## config.mk

```make
export PLATFORM = sky130hd
export DESIGN_NAME = proc_control_unit
export DESIGN_NICKNAME = d
export VERILOG_FILES = /design/src/rtl/proc_cu_pkg.sv /design/src/rtl/proc_cu_lat_ctr.sv /design/src/rtl/proc_control_unit.sv
export SDC_FILE = /design/constraint.sdc
export NUM_CORES = 1
export LEC_CHECK = 0
export ABC_AREA = 1
export BUFFER_PORTS_ARGS = -buffer_cell sky130_fd_sc_hd__buf_2
export CAP_MARGIN = 10
export CORE_MARGIN = 2
export CORE_UTILIZATION = 55
export CTS_BUF_LIST = sky130_fd_sc_hd__clkbuf_16
export DETAILED_ROUTE_END_ITERATION = 7
export HOLD_SLACK_MARGIN = 0.08
export PLACE_DENSITY_LB_ADDON = 0.2
export SYNTH_ARGS = -nofsm -noshare
export SYNTH_HDL_FRONTEND = slang
export SYNTH_SLANG_ARGS = --single-unit
```

## constraint.sdc

```tcl
create_clock -name clk -period 4.22 [get_ports clk]
set_clock_uncertainty 0.1 [all_clocks]
set_input_delay 0.844 -clock clk [delete_from_list [all_inputs] [get_ports clk]]
set_output_delay 0.844 -clock clk [all_outputs]
set_load 0.05 [all_outputs]
```

## src/rtl/proc_cu_pkg.sv

```systemverilog
// Shared definitions for the down-sampling processor control unit:
// opcodes, FSM state encoding and ALU operation codes.
package proc_cu_pkg;

  localparam logic [3:0] OP_NOP  = 4'h0;
  localparam logic [3:0] OP_LDAC = 4'h1;
  localparam logic [3:0] OP_STAC = 4'h2;
  localparam logic [3:0] OP_MVAC = 4'h3;
  localparam logic [3:0] OP_MOVR = 4'h4;
  localparam logic [3:0] OP_ADD  = 4'h5;
  localparam logic [3:0] OP_SUB  = 4'h6;
  localparam logic [3:0] OP_INAC = 4'h7;
  localparam logic [3:0] OP_SHR1 = 4'h8;
  localparam logic [3:0] OP_SHR2 = 4'h9;
  localparam logic [3:0] OP_JUMP = 4'hA;
  localparam logic [3:0] OP_JMPZ = 4'hB;
  localparam logic [3:0] OP_JPNZ = 4'hC;
  localparam logic [3:0] OP_HALT = 4'hF;

  localparam logic [2:0] ALU_PASS = 3'd0;
  localparam logic [2:0] ALU_ADD  = 3'd1;
  localparam logic [2:0] ALU_SUB  = 3'd2;
  localparam logic [2:0] ALU_INC  = 3'd3;
  localparam logic [2:0] ALU_SHR1 = 3'd4;
  localparam logic [2:0] ALU_SHR2 = 3'd5;

  typedef enum logic [3:0] {
    IDLE, FETCH, LATCH, DECODE, EXEC, MRD, WB, MWR, JFETCH, JLOAD, SKIP, HALT
  } state_t;

  // States that hold a memory strobe for MEM_LAT cycles
  function automatic logic is_mem_state(input state_t s);
    return (s == FETCH) || (s == MRD) || (s == MWR) || (s == JFETCH);
  endfunction

  function automatic logic [2:0] alu_code(input logic [3:0] op);
    case (op)
      OP_ADD:  return ALU_ADD;
      OP_SUB:  return ALU_SUB;
      OP_INAC: return ALU_INC;
      OP_SHR1: return ALU_SHR1;
      OP_SHR2: return ALU_SHR2;
      default: return ALU_PASS;
    endcase
  endfunction

endpackage

```

## src/rtl/proc_cu_lat_ctr.sv

```systemverilog
// Memory latency counter: loads LOAD_VAL, counts down to zero and holds;
// done is high while the count is zero.
module proc_cu_lat_ctr #(
  parameter int unsigned CNT_W    = 4,
  parameter int unsigned LOAD_VAL = 1
) (
  input  logic clk,
  input  logic rst,
  input  logic load,
  output logic done
);

  logic [CNT_W-1:0] cnt;

  always_ff @(posedge clk) begin
    if (rst)
      cnt <= '0;
    else if (load)
      cnt <= CNT_W'(LOAD_VAL);
    else if (cnt != '0)
      cnt <= cnt - CNT_W'(1);
  end

  assign done = (cnt == '0);

endmodule

```

## src/rtl/proc_control_unit.sv

```systemverilog
// Multi-cycle fetch/decode/execute control FSM of the down-sampling processor.
// Optional macro ILLEGAL_TRAP_EN: opcodes D/E set sticky illegal and halt.
module proc_control_unit
  import proc_cu_pkg::*;
#(
  parameter int unsigned MEM_LAT = 2,
  parameter int unsigned CNT_W   = 4
) (
  input  logic       clk,
  input  logic       rst,
  input  logic       start,
  input  logic [3:0] Op_code,
  input  logic       reg_add1,
  input  logic [2:0] reg_add2,
  input  logic       z_flag,
  output logic       inst_en,
  output logic       pc_inc,
  output logic       pc_load,
  output logic       addr_sel,
  output logic       mem_rd,
  output logic       mem_wr,
  output logic [2:0] alu_op,
  output logic       ac_load,
  output logic       reg_wr,
  output logic [3:0] reg_sel,
  output logic       busy,
  output logic       halted,
  output logic       illegal
);

  state_t     state, nxt;
  logic [3:0] op_q;
  logic       lat_done;
  logic       lat_load;

  // Counter is loaded on the edge that enters a memory state
  assign lat_load = is_mem_state(nxt) && (nxt != state);

  proc_cu_lat_ctr #(.CNT_W(CNT_W), .LOAD_VAL(MEM_LAT - 1)) u_lat_ctr (
    .clk  (clk),
    .rst  (rst),
    .load (lat_load),
    .done (lat_done)
  );

  always_ff @(posedge clk) begin
    if (rst) begin
      state   <= IDLE;
      op_q    <= '0;
      reg_sel <= '0;
    end else begin
      state <= nxt;
      if (state == DECODE) begin
        op_q    <= Op_code;
        reg_sel <= {reg_add1, reg_add2};
      end
    end
  end

`ifdef ILLEGAL_TRAP_EN
  logic ill_q;
  always_ff @(posedge clk) begin
    if (rst)
      ill_q <= 1'b0;
    else if (state == DECODE && (Op_code == 4'hD || Op_code == 4'hE))
      ill_q <= 1'b1;
  end
  assign illegal = ill_q;
`else
  assign illegal = 1'b0;
`endif

  always_comb begin
    nxt = state;
    case (state)
      IDLE:   if (start) nxt = FETCH;
      FETCH:  if (lat_done) nxt = LATCH;
      LATCH:  nxt = DECODE;
      DECODE: begin
        case (Op_code)
          OP_NOP:  nxt = FETCH;
          OP_LDAC: nxt = MRD;
          OP_STAC: nxt = MWR;
          OP_MVAC, OP_MOVR, OP_ADD, OP_SUB, OP_INAC, OP_SHR1, OP_SHR2:
                   nxt = EXEC;
          OP_JUMP: nxt = JFETCH;
          OP_JMPZ: nxt = z_flag ? JFETCH : SKIP;
          OP_JPNZ: nxt = z_flag ? SKIP : JFETCH;
          OP_HALT: nxt = HALT;
`ifdef ILLEGAL_TRAP_EN
          default: nxt = HALT;
`else
          default: nxt = FETCH;
`endif
        endcase
      end
      EXEC:   nxt = FETCH;
      MRD:    if (lat_done) nxt = WB;
      WB:     nxt = FETCH;
      MWR:    if (lat_done) nxt = FETCH;
      JFETCH: if (lat_done) nxt = JLOAD;
      JLOAD:  nxt = FETCH;
      SKIP:   nxt = FETCH;
      HALT:   nxt = HALT;
      default: nxt = IDLE;
    endcase
  end

  always_comb begin
    inst_en  = 1'b0;
    pc_inc   = 1'b0;
    pc_load  = 1'b0;
    addr_sel = 1'b0;
    mem_rd   = 1'b0;
    mem_wr   = 1'b0;
    alu_op   = ALU_PASS;
    ac_load  = 1'b0;
    reg_wr   = 1'b0;
    halted   = 1'b0;
    busy     = (state != IDLE) && (state != HALT);
    case (state)
      FETCH, JFETCH: mem_rd = 1'b1;
      LATCH: begin
        inst_en = 1'b1;
        pc_inc  = 1'b1;
      end
      EXEC: begin
        if (op_q == OP_MVAC) begin
          reg_wr = 1'b1;
        end else begin
          alu_op  = alu_code(op_q);
          ac_load = 1'b1;
        end
      end
      MRD: begin
        addr_sel = 1'b1;
        mem_rd   = 1'b1;
      end
      WB:    ac_load = 1'b1;
      MWR: begin
        addr_sel = 1'b1;
        mem_wr   = 1'b1;
      end
      JLOAD: pc_load = 1'b1;
      SKIP:  pc_inc = 1'b1;
      HALT:  halted = 1'b1;
      default: ;
    endcase
  end

endmodule
```

# Word-level counts from Yosys, hierarchy flattened

Cells that the tools add are included.

Input bits: 12
Flip-flop bits (word level): 16
Logic and storage cells: 83
Output and inout port bits: 18

Equal/unequal tests: 36
Reductions and logical operators: 16
Add/subtract/negate cells: 1
Multiplexer cells: 25

Operators by type and width:

| cell                | count |
|---|---|
| $eq 4x3->1 const B  | 13 |
| $eq 4x4->1 const B  | 13 |
| $pmux 4 s9          | 1 |
| $pmux 4 s7          | 1 |
| $eq 4x2->1 const B  | 5 |
| $mux 4              | 5 |
| $pmux 3 s5          | 1 |
| $eq 4x1->1 const B  | 3 |
| $mux 1              | 12 |
| $logic_not 4->1     | 2 |
| $reduce_bool 4->1   | 2 |
| $reduce_or 7->1     | 1 |
| $mux 3              | 2 |
| $reduce_or 2->1     | 3 |
| $mux 2              | 2 |
| $ne 4x4->1          | 1 |
| $ne 4x4->1 const B  | 1 |
| $reduce_or 4->1     | 1 |
| $sub 4x1->4 const B | 1 |
| $logic_or 1x1->1    | 3 |
| $reduce_or 3->1     | 1 |
| $logic_and 1x1->1   | 2 |
| $pmux 1 s2          | 1 |
| $reduce_bool 2->1   | 1 |

# Longest topological paths before layout

Gate-level depths: netlist of the first run.

Depth in word-level cells: 10
Depth in mapped cells: 14
Depth with buffers taken out: 14

# Hierarchy

A second synthesis of the first run with hierarchy kept.

Cells, all modules: 191
Area total of the unflattened synthesis: 1,096.1 um^2

Modules (own cells, without submodules):

| module            | times used | cells each | sequential area each (um^2) | area each (um^2) |
|---|---|---|---|---|
| proc_control_unit | 1          | 160        | 240.2                       | 887.1 |
| proc_cu_lat_ctr   | 1          | 31         | 80.1                        | 209.0 |

# Worst setup path before layout of the first run

No wires, ideal clock.

Kind: register -> output
Start: register state[0]
End: output alu_op[0]
Required time: 3.276 ns
Slack: 1.509 ns
Stages on the path, launching flop included: 5
Path buffers: 1
Arrival time: 1.767 ns
Cell sequence: dfxtp_1 -> buf_6 -> clkinv_4 -> nand4_1 -> a211oi_1

Word-level cells in the longest chain between the ends: 2

RTL lines:

| item                     | line                     | source |
|---|---|---|
| start: declaration       | proc_control_unit.sv:31  | `state_t state, nxt;` |
| start signal: assignment | proc_control_unit.sv:52  | `state <= nxt;` |
| $eq 4x3->1               | proc_control_unit.sv:121 | `case (state)` |
| $mux 3                   | proc_control_unit.sv:121 |  |
| end: declaration         | proc_control_unit.sv:22  | `output logic [2:0] alu_op,` |

Every way passes these cells.

# Worst setup path after layout of the first run

Start: register state[0]
End: output mem_rd

Word-level cells in the longest chain between the ends: 3
Elaborated cells between the ends (all ways): 5
Those cells by class: 3 x eq/ne; 1 x mux; 1 x reduce/logical

RTL lines:

| item                               | line                     | source |
|---|---|---|
| $eq 4x4->1 (tied with other cells) | proc_control_unit.sv:121 |  |
| $reduce_or 3->1 (no source line) * | n/a                      |  |
| $mux 1 *                           | proc_control_unit.sv:121 |  |
| end: declaration                   | proc_control_unit.sv:20  | `output logic mem_rd,` |

Mark *: on every way between the ends. The rest lies on a longest branch, timed or not.

==> reports/qor.csv, run 1 <==
stage,metric,value,unit
power_and_ir_drop,static leakage,0.649,nW
critical_path,depth of the worst register-to-register path,8,
yosys,#FFs+latches synth,16,
critical_path,Worst EP required,3.28,ns
global_route,Global Route Usage Sum,20.9,%
routing,DR vias/cell,5.11,
clock_tree,Post-CTS Resized,0,
placed_design,area post-placement,0.00129,mm2
yosys,Mean Syn Cell Area,6.42,um2
routing,DRC Markers,0,
sta,fmax,408,MHz
layout,most frequent cells in the layout,"nor2_1 (33), nand2_1 (32), buf_2 (28)",
routing,via count,1191,
sta,RSZ-0062 raised after global routing,no,
layout,Syn-to-layout area delta,19.6,%
placed_design,PortBufs,28,
critical_path,Critical Path Slowest Stage Cell,dfxtp_1,
global_route,vias in the first global route,1064,
critical_path,WP data arrival,1.51,ns
critical_path,crit path kind,reg -> out,
clock_tree,CTS tree,built,
yosys,Cells after Synth,178,
global_route,initial antenna violation count,0,
run_status,run status,"finished, final reports clean",
routing,WL final,2420,um
hold_path,HP Start,reg_sel[0]$_SDFFE_PP0P_,
hold_path,worst min-delay path category,reg -> reg,
yosys,share of synthesized registers carrying an async set or reset,0,%
critical_path,element type at the critical path end,output port,
floorplanning,num rows,16,
hold_path,Worst Hold Depth,2,
placed_design,RD Place Congestion,0.836,
hold_path,Worst Hold End,reg_sel[0]$_SDFFE_PP0P_,
routing,drt wl/cell,10.4,um
floorplanning,Core Area,0.00196,mm2
layout,"most common cell after layout, fill and taps aside",nor2_1,
floorplanning,die width,49.6,um
layout,ANT cells,0,
yosys,area of the mapped netlist,0.00114,mm2
sta,setup TNS,0,ns
sta,min Tclk post-route,2.45,ns
floorplanning,Die Area,0.00246,mm2
layout,fin nets,220,
sta,final hold vios,0,
yosys,count of cell types in the netlist,29,
yosys,"EDFF count, synth",0,
sta,Final Cycle Share,58.1,%
clock_tree,Root Buffer,clkbuf_16,
yosys,"Seq/Total Area, Yosys",28.0,%
critical_path,r2r startpoint,state[0]$_SDFF_PP0_,
power_and_ir_drop,Power Dens Cells,594,mW/mm2
clock_tree,Clock Latency Late Sink,0.24,ns
routing,Pre-antenna DRT Iters,4,
global_route,GRT overflow,0,
critical_path,maximum fanout along the worst path,8,
power_and_ir_drop,VDD IR max,0.340,mV
critical_path,R2R setup slack,2.26,ns
floorplanning,Starting Density,58.3,%
sta,Slew Limit Fails,0,
layout,Final Util,69.7,%
layout,Final Cell Area,0.00137,mm2
sta,Final setup viols,0,
critical_path,startpoint types,register,
clock_tree,CTS H-tree depth,1,
clock_tree,Post-CTS Repair Setup Buffers,0,
clock_tree,Clock transition at path regs,0.05,ns
routing,Routed Antenna Nets,0,
floorplanning,chip height,49.6,um
global_route,pin count of the biggest net entering global routing,19,
clock_tree,TritonCTS Sinks,16,
critical_path,capturing point of the worst reg2reg path,u_lat_ctr.cnt[0]$_SDFFE_PP0P_,
flow_run,Max-Cap Viols,0,
yosys,syn nets,191,
placed_design,hpwl dp,2030,um
yosys,"Top FF cell, synth",dfxtp_1,
global_route,global-route wire length before repair,4110,um
clock_tree,Num CTS Buffers,3,
clock_tree,CTS Hold Bufs,0,
yosys,Ys Warns,0,
floorplanning,Ports,30,
clock_tree,Clock Path Buffers,2,
layout,share of cells above drive strength 1,32.5,%
critical_path,largest stage delay on the critical path,0.54,ns
critical_path,CP Cell Sequence,nand3_1 > o21ai_0 > buf_2,
routing,DR iter-0 viols,23,
[state kept, by name, indices dropped and copies added, names as in the netlist]
register,count
op_q,4
reg_sel,4
state,4
u_lat_ctr.cnt,4
[critical path, delay by kind of cell (launching register included)]
| kind | cells | cell delay [ns] |
|---|---|---|
| AOI/OAI and AO/OA | 1 | 0.15 |
| buffers and inverters | 1 | 0.28 |
| DFF | 1 | 0.54 |
| and+or+nand+nor | 1 | 0.29 |
[synth_stat cells (2+ instances only)]
cell type   n  share of area, %
o21ai_0     5               2.2
nand2_1    32                11
buf_2       2              0.88
a21oi_1    10               4.4
nor3_1      4               1.8
inv_2       7               2.3
nor2_2      6               3.3
dfxtp_1    16                28
a211oi_1    5               3.3
nor2_4      4               3.9
nand4_1     2               1.1
nand3_1     9               3.9
nand2_2    13               7.1
inv_1      16               5.3
nor2_1     33                11
[worst max path at each step]
| stage | start | end | slack, ns | cells past startpoint |
|---|---|---|---|---|
| after floorplan | state[0]$_SDFF_PP0_ | alu_op[0] | 1.51 | 4 |
| after global placement | Op_code[0] | u_lat_ctr.cnt[0]$_SDFFE_PP0P_ | 2.04 | 12 |
| after CTS | state[0]$_SDFF_PP0_ | mem_rd | 1.78 | 3 |
| final | state[0]$_SDFF_PP0_ | mem_rd | 1.77 | 3 |
| after detailed placement | Op_code[3] | u_lat_ctr.cnt[0]$_SDFFE_PP0P_ | 1.99 | 14 |
| after global routing | state[0]$_SDFF_PP0_ | mem_rd | 1.70 | 3 |
[power by group]
group	internal, mW	switching, mW	total (mW)
Clock	0.125	0.0520	0.177
Sequential	0.182	0.0329	0.215
Combinational	0.133	0.287	0.421
Total	0.440	0.372	0.813
[metrics by stage]
step	power [mW]	setup slack [ns]	std cells	hold slack [ns]
final	0.813	1.77	233	0.362
after global routing	0.870	1.70	233	0.394
after CTS	0.816	1.78	233	0.362
after detailed placement	0.635	1.99	229	0.355
after global placement	0.621	2.04	229	0.347
after floorplan	0.568	1.51	178	0.369
[final cells by class]
cell class | instances | area [um2]
Multi-Input combinational cell | 134 | 699
Tap cell | 27 | 33.8
Sequential cell | 16 | 320
Inverter | 24 | 95.1
Fill cell | 189 | 594
Clock inverter | 1 | 3.75
Timing Repair Buffer | 28 | 140
Clock buffer | 3 | 75.1
[cell families (layout without fill, tap and decap cells)]
kind of cell / count (synthesis) / count (layout) / synth area share (%)
AND/OR/NAND/NOR: 107 / 107 / 45.1
buffers and inverters: 28 / 56 / 10.8
AO/OA/AOI/OAI: 24 / 24 / 13.9
flip-flops: 16 / 16 / 28.0
adder cells (fa/ha/maj): 1 / 1 / 1.09
other: 1 / 1 / 0.328
XOR/XNOR: 1 / 1 / 0.766
[metal layers]
metal | track usage, % | wire length, um | share of wire, %
met1 | 23.6 | 1010 | 42
met2 | 40.7 | 1260 | 52
met3 | 2.12 | 144 | 5.9
met4 | 5.56 | 8 | 0.33
met5 | 0 | 0 | 0
Power figures use the tool's default switching activity.
==> run 2, diff against run 1 <==
CORE_UTILIZATION = 47   (was 55)
clock period = 2.2 ns   (was 4.22 ns; I/O delays follow)
==> run 2 against run 1 <==
  * Largest power group unchanged
  * Critical endpoint unchanged
  * Worst hold slack worse by 0.014 ns
  * Die area is 16% higher
  * Critical path depth stayed put
  * Via count is 0.67% higher
  * Register-to-register slack worse by 1.9 ns
  * Design area is 0.73% higher
  * Critical path type unchanged
  * Largest cell class unchanged
  * Sequential share of layout area is 0.17 points lower
  * Non-clock buffer count is 1 higher
  * Sequential power is 92% higher
  * Total power is 93% higher
  * Global-route usage hardly changed
==> reports/qor.csv, run 2 (synthesis results as in run 1) <==
stage,metric,value,unit,change
routing,WL final,2560,um,was 2420 um
routing,Pre-antenna DRT Iters,4,,unchanged
global_route,GRT overflow,0,,unchanged
clock_tree,Clock Path Buffers,2,,unchanged
layout,ANT cells,0,,unchanged
floorplanning,Starting Density,50.7,%,was 58.3%
critical_path,maximum fanout along the worst path,8,,unchanged
layout,most frequent cells in the layout,"nor2_1 (33), nand2_1 (32), buf_2 (28)",,unchanged
critical_path,CP Cell Sequence,nand3_1 > o21ai_0 > buf_2,,unchanged
layout,"most common cell after layout, fill and taps aside",nor2_1,,unchanged
critical_path,element type at the critical path end,output port,,unchanged
clock_tree,TritonCTS Sinks,16,,unchanged
layout,Storage cell area,320,um2,unchanged
layout,fillers,209,,was 189
sta,final hold vios,0,,unchanged
floorplanning,num rows,17,,was 16
clock_tree,Clock transition at path regs,0.04,ns,was 0.05 ns
routing,Routed Antenna Nets,0,,unchanged
clock_tree,CTS Hold Bufs,0,,unchanged
layout,fin nets,221,,was 220
clock_tree,Post-CTS Repair Setup Buffers,0,,unchanged
global_route,vias in the first global route,1121,,"was 1,064"
placed_design,RD Place Congestion,0.776,,was 0.836
power_and_ir_drop,VDD IR max,0.900,mV,was 0.340 mV
floorplanning,die width,53.3,um,was 49.6 um
clock_tree,CTS H-tree depth,1,,unchanged
clock_tree,Post-CTS Resized,0,,unchanged
sta,setup TNS,0,ns,unchanged
power_and_ir_drop,Tot Pwr,1.57,mW,was 813 uW
critical_path,startpoint types,register,,unchanged
sta,Setup WS post-layout,0.172,ns,was 1.77 ns
placed_design,post-place setup slack,0.341,ns,was 1.99 ns
global_route,global-route wire length before repair,4390,um,was 4110 um
sta,Final setup viols,0,,unchanged
routing,DR vias/cell,5.12,,was 5.11
layout,share of cells above drive strength 1,33.5,%,was 32.5%
power_and_ir_drop,static leakage,0.653,nW,was 0.649 nW
sta,Final Cycle Share,92.2,%,
clock_tree,Clock Latency Late Sink,0.24,ns,about the same
sta,RSZ-0062 raised after global routing,no,,unchanged
layout,Multi-input gate area,704,um2,was 699 um2
global_route,Global Route Usage Sum,20.8,%,was 20.9%
routing,DR iter-0 viols,24,,was 23
routing,via count,1199,,"was 1,191"
layout,Syn-to-layout area delta,20.5,%,was 19.6%
critical_path,crit path kind,reg -> out,,unchanged
placed_design,area post-placement,0.00130,mm2,was 0.00129 mm2
floorplanning,chip height,53.3,um,was 49.6 um
critical_path,Worst EP required,1.66,ns,was 3.28 ns
routing,drt wl/cell,10.9,um,was 10.4 um
hold_path,worst min-delay path category,in -> reg,,was reg -> reg
power_and_ir_drop,Power Dens Cells,1140,mW/mm2,was 594 mW/mm2
global_route,pin count of the biggest net entering global routing,15,,was 19
clock_tree,Root Buffer,clkbuf_16,,unchanged
floorplanning,Core Area,0.00225,mm2,was 0.00196 mm2
layout,Final Cell Area,0.00138,mm2,was 0.00137 mm2
critical_path,WP data arrival,1.49,ns,was 1.51 ns
routing,DRC Markers,0,,unchanged
global_route,initial antenna violation count,0,,unchanged
sta,fmax,493,MHz,
run_status,run status,"finished, final reports clean",,unchanged
clock_tree,CTS tree,built,,unchanged
critical_path,largest stage delay on the critical path,0.54,ns,about the same
placed_design,PortBufs,28,,unchanged
critical_path,Critical Path Slowest Stage Cell,dfxtp_1,,unchanged
floorplanning,Die Area,0.00284,mm2,was 0.00246 mm2
placed_design,hpwl dp,2040,um,was 2030 um
floorplanning,Ports,30,,unchanged
critical_path,CP Buf/Inv Count,1,,unchanged
flow_run,Max-Cap Viols,0,,unchanged
critical_path,CP top delay family,flip-flops,,unchanged
clock_tree,Num CTS Buffers,3,,unchanged
sta,min Tclk post-route,2.03,ns,
sta,Slew Limit Fails,0,,unchanged
run 2: changes by cell type in the layout (fill, tap and decap cells not counted):
cell      change
a211oi_1      -1
a211oi_2      +1
buf_4         +1
clkinv_1      -1
run 2: layout make-up:
type                       count  share of cell area [%]
clock buffer                   3                    5.45
inverter                      24                    6.90
multi-input combinational    134                    51.1
sequential                    16                    23.3
tap                           28                    2.54
timing repair buffer          29                    10.7
run 2: stage by stage:
step	util, %	hold WS (ns)	cells
2_1_floorplan	-	0.369	178
3_3_place_gp	57.8	0.350	231
3_5_place_dp	57.8	0.357	231
4_1_cts	61.1	0.351	234
5_1_grt	61.1	0.366	234
6_report	61.1	0.348	234
run 2: power breakdown:
group	internal, mW	leakage [nW]	switching (mW)
combinational	0.257	0.486	0.561
sequential	0.350	0.130	0.0623
clock	0.238	0.0370	0.103
run 2: worst min-delay path: stages:
cell and delay, ns:
buf_2 0.09, nand2_1 0.05, a21oi_1 0.05
run 2: layer usage:
layer	vias to the layer above	GRT usage (%)	part of all wire (%)
met4	0	6.84	1.5
met3	5	4.80	6.4
met1	538	23.8	44
met2	38	37.4	48
met5	-	0	0
li1	618	-	-
run 2: final timing paths:
path,start,end,slack (ns),cells past startpoint
max,state[0]$_SDFF_PP0_,mem_rd,0.17,3
min,reg_add2[1],reg_sel[1]$_SDFFE_PP0P_,0.35,3
max reg2reg,u_lat_ctr.cnt[0]$_SDFFE_PP0P_,u_lat_ctr.cnt[3]$_SDFFE_PP0N_,0.34,13
min reg2reg,reg_sel[1]$_SDFFE_PP0P_,reg_sel[1]$_SDFFE_PP0P_,0.36,2
==> run 3, diff against run 2 <==
MAX_ROUTING_LAYER = met4   (was not set)
PLACE_DENSITY = 0.72   (was not set)
PLACE_DENSITY_LB_ADDON = not set   (was 0.2)
==> run 3 against run 2 <==
  * Wire length fell by 0.94%
  * Sequential cell count did not move
  * Die area did not move
  * Combinational power fell by 2%
  * Via count fell by 1.0%
  * Sequential power barely moved
  * Worst hold slack got worse by 0.0028 ns
  * First-iteration DRC count rose by 96%
  * Worst setup slack got worse by 0.031 ns
  * Non-clock buffer count did not move
  * Core utilization rose by 0.17 points
  * Critical path type unchanged
  * Largest power group unchanged
==> reports/qor.csv, run 3 (synthesis results as in run 1) <==
stage,metric,value,unit,change
clock_tree,Post-CTS Repair Setup Buffers,0,,unchanged
sta,final hold vios,0,,unchanged
critical_path,depth of the worst register-to-register path,8,,was 13
critical_path,R2R setup slack,0.36,ns,was 0.34 ns
sta,WHS,0.345,ns,was 0.348 ns
global_route,global-route wire length before repair,4410,um,was 4390 um
routing,Routed Antenna Nets,0,,unchanged
layout,most frequent cells in the layout,"nor2_1 (33), nand2_1 (32), buf_2 (28)",,unchanged
flow_run,Max-Cap Viols,0,,unchanged
critical_path,Worst EP required,1.66,ns,about the same
sta,Slew Limit Fails,0,,unchanged
hold_path,Worst Hold End,reg_sel[0]$_SDFFE_PP0P_,,was reg_sel[1]$_SDFFE_PP0P_
critical_path,maximum fanout along the worst path,8,,unchanged
critical_path,capturing point of the worst reg2reg path,u_lat_ctr.cnt[0]$_SDFFE_PP0P_,,was u_lat_ctr.cnt[3]$_SDFFE_PP0N_
layout,ANT cells,0,,unchanged
clock_tree,Num CTS Buffers,3,,unchanged
layout,Syn-to-layout area delta,20.8,%,was 20.5%
sta,Final setup viols,0,,unchanged
hold_path,worst min-delay path category,in -> reg,,unchanged
clock_tree,Clock Path Buffers,2,,unchanged
critical_path,startpoint types,register,,unchanged
routing,Pre-antenna DRT Iters,4,,unchanged
routing,DRC Markers,0,,unchanged
placed_design,area post-placement,0.00130,mm2,unchanged
sta,RSZ-0062 raised after global routing,no,,unchanged
clock_tree,Clock transition at path regs,0.05,ns,was 0.04 ns
critical_path,crit path kind,reg -> out,,unchanged
power_and_ir_drop,static leakage,0.655,nW,was 0.653 nW
global_route,Global Route Usage Sum,22.1,%,was 20.8%
routing,via count,1187,,"was 1,199"
global_route,GRT overflow,0,,unchanged
placed_design,hpwl dp,2070,um,was 2040 um
routing,drt wl/cell,10.8,um,was 10.9 um
sta,min Tclk post-route,2.06,ns,was 2.03 ns
layout,Final Util,61.3,%,was 61.1%
clock_tree,Clock Latency Late Sink,0.25,ns,was 0.24 ns
clock_tree,CTS Hold Bufs,0,,unchanged
clock_tree,Post-CTS Resized,0,,unchanged
sta,fmax,486,MHz,was 493 MHz
clock_tree,CTS H-tree depth,1,,unchanged
global_route,vias in the first global route,1060,,"was 1,121"
floorplanning,Die Area,0.00284,mm2,unchanged
power_and_ir_drop,VDD IR max,0.739,mV,was 0.900 mV
power_and_ir_drop,Power Dens Cells,1140,mW/mm2,about the same
floorplanning,num rows,17,,unchanged
routing,DR iter-0 viols,47,,was 24
layout,"most common cell after layout, fill and taps aside",nor2_1,,unchanged
clock_tree,CTS tree,built,,unchanged
floorplanning,chip height,53.3,um,unchanged
global_route,pin count of the biggest net entering global routing,15,,unchanged
layout,share of cells above drive strength 1,33.3,%,was 33.5%
floorplanning,Starting Density,50.7,%,unchanged
run_status,run status,"finished, final reports clean",,unchanged
placed_design,PortBufs,28,,unchanged
routing,DR vias/cell,5.05,,was 5.12
sta,Final Cycle Share,93.6,%,was 92.2%
clock_tree,Root Buffer,clkbuf_16,,unchanged
critical_path,WP data arrival,1.52,ns,was 1.49 ns
layout,Final Cell Area,0.00138,mm2,about the same
hold_path,Worst Hold Depth,3,,unchanged
routing,WL final,2530,um,was 2560 um
critical_path,element type at the critical path end,output port,,unchanged
global_route,initial antenna violation count,0,,unchanged
clock_tree,TritonCTS Sinks,16,,unchanged
critical_path,r2r startpoint,state[0]$_SDFF_PP0_,,was u_lat_ctr.cnt[0]$_SDFFE_PP0P_
floorplanning,Ports,30,,unchanged
floorplanning,Core Area,0.00225,mm2,unchanged
floorplanning,die width,53.3,um,unchanged
placed_design,RD Place Congestion,0.782,,was 0.776
layout,fin nets,221,,unchanged
hold_path,HP Start,reg_add2[0],,was reg_add2[1]
[run 3: area by class of cell]
type / count / area (um2)
sequential: 16 / 320
multi-input combinational: 134 / 704
timing repair buffer: 29 / 148
tap: 28 / 35.0
clock buffer: 3 / 75.1
clock inverter: 1 / 3.75
fill: 223 / 873
inverter: 24 / 95.1
[run 3: where the power goes]
part / total, mW / switching, mW / internal (mW)
Sequential: 0.414 / 0.0645 / 0.349
Combinational: 0.805 / 0.547 / 0.258
Clock: 0.359 / 0.117 / 0.241
Total: 1.58 / 0.729 / 0.848
[run 3: metal layers]
metal  part of all wire [%]  GRT usage [%]  vias to the layer above
li1                       -              -                      620
met1                     46           25.8                      525
met2                     47           37.0                       38
met3                    5.5           4.24                        4
met5                      0              -                        -
met4                    1.3           8.97                        0
[run 3: critical path, cell delays in order (launching register included)]
cell	delay (ns)
dfxtp_1	0.55
nand3_1	0.28
o21ai_0	0.15
buf_2	0.29
[run 3: per-stage QoR]
stage	power, mW	cells	setup TNS [ns]	setup slack (ns)
detailed placement	1.23	231	0	0.357
floorplan	1.09	178	-0.0161	-0.0161
finish	1.58	235	0	0.141
global route	1.71	235	0	0.0338
global placement	1.21	231	0	0.376
CTS	1.59	235	0	0.134
[run 3: worst max-delay path by stage]
| stage | endpoint | start | cells past startpoint | slack, ns |
|---|---|---|---|---|
| after CTS | mem_rd | state[0]$_SDFF_PP0_ | 3 | 0.13 |
| after global routing | mem_rd | state[0]$_SDFF_PP0_ | 3 | 0.03 |
| after detailed placement | u_lat_ctr.cnt[0]$_SDFFE_PP0P_ | state[0]$_SDFF_PP0_ | 8 | 0.36 |
| final | mem_rd | state[0]$_SDFF_PP0_ | 3 | 0.14 |
| after global placement | u_lat_ctr.cnt[0]$_SDFFE_PP0P_ | state[0]$_SDFF_PP0_ | 8 | 0.38 |
| after floorplan | alu_op[1] | state[0]$_SDFF_PP0_ | 4 | -0.02 |
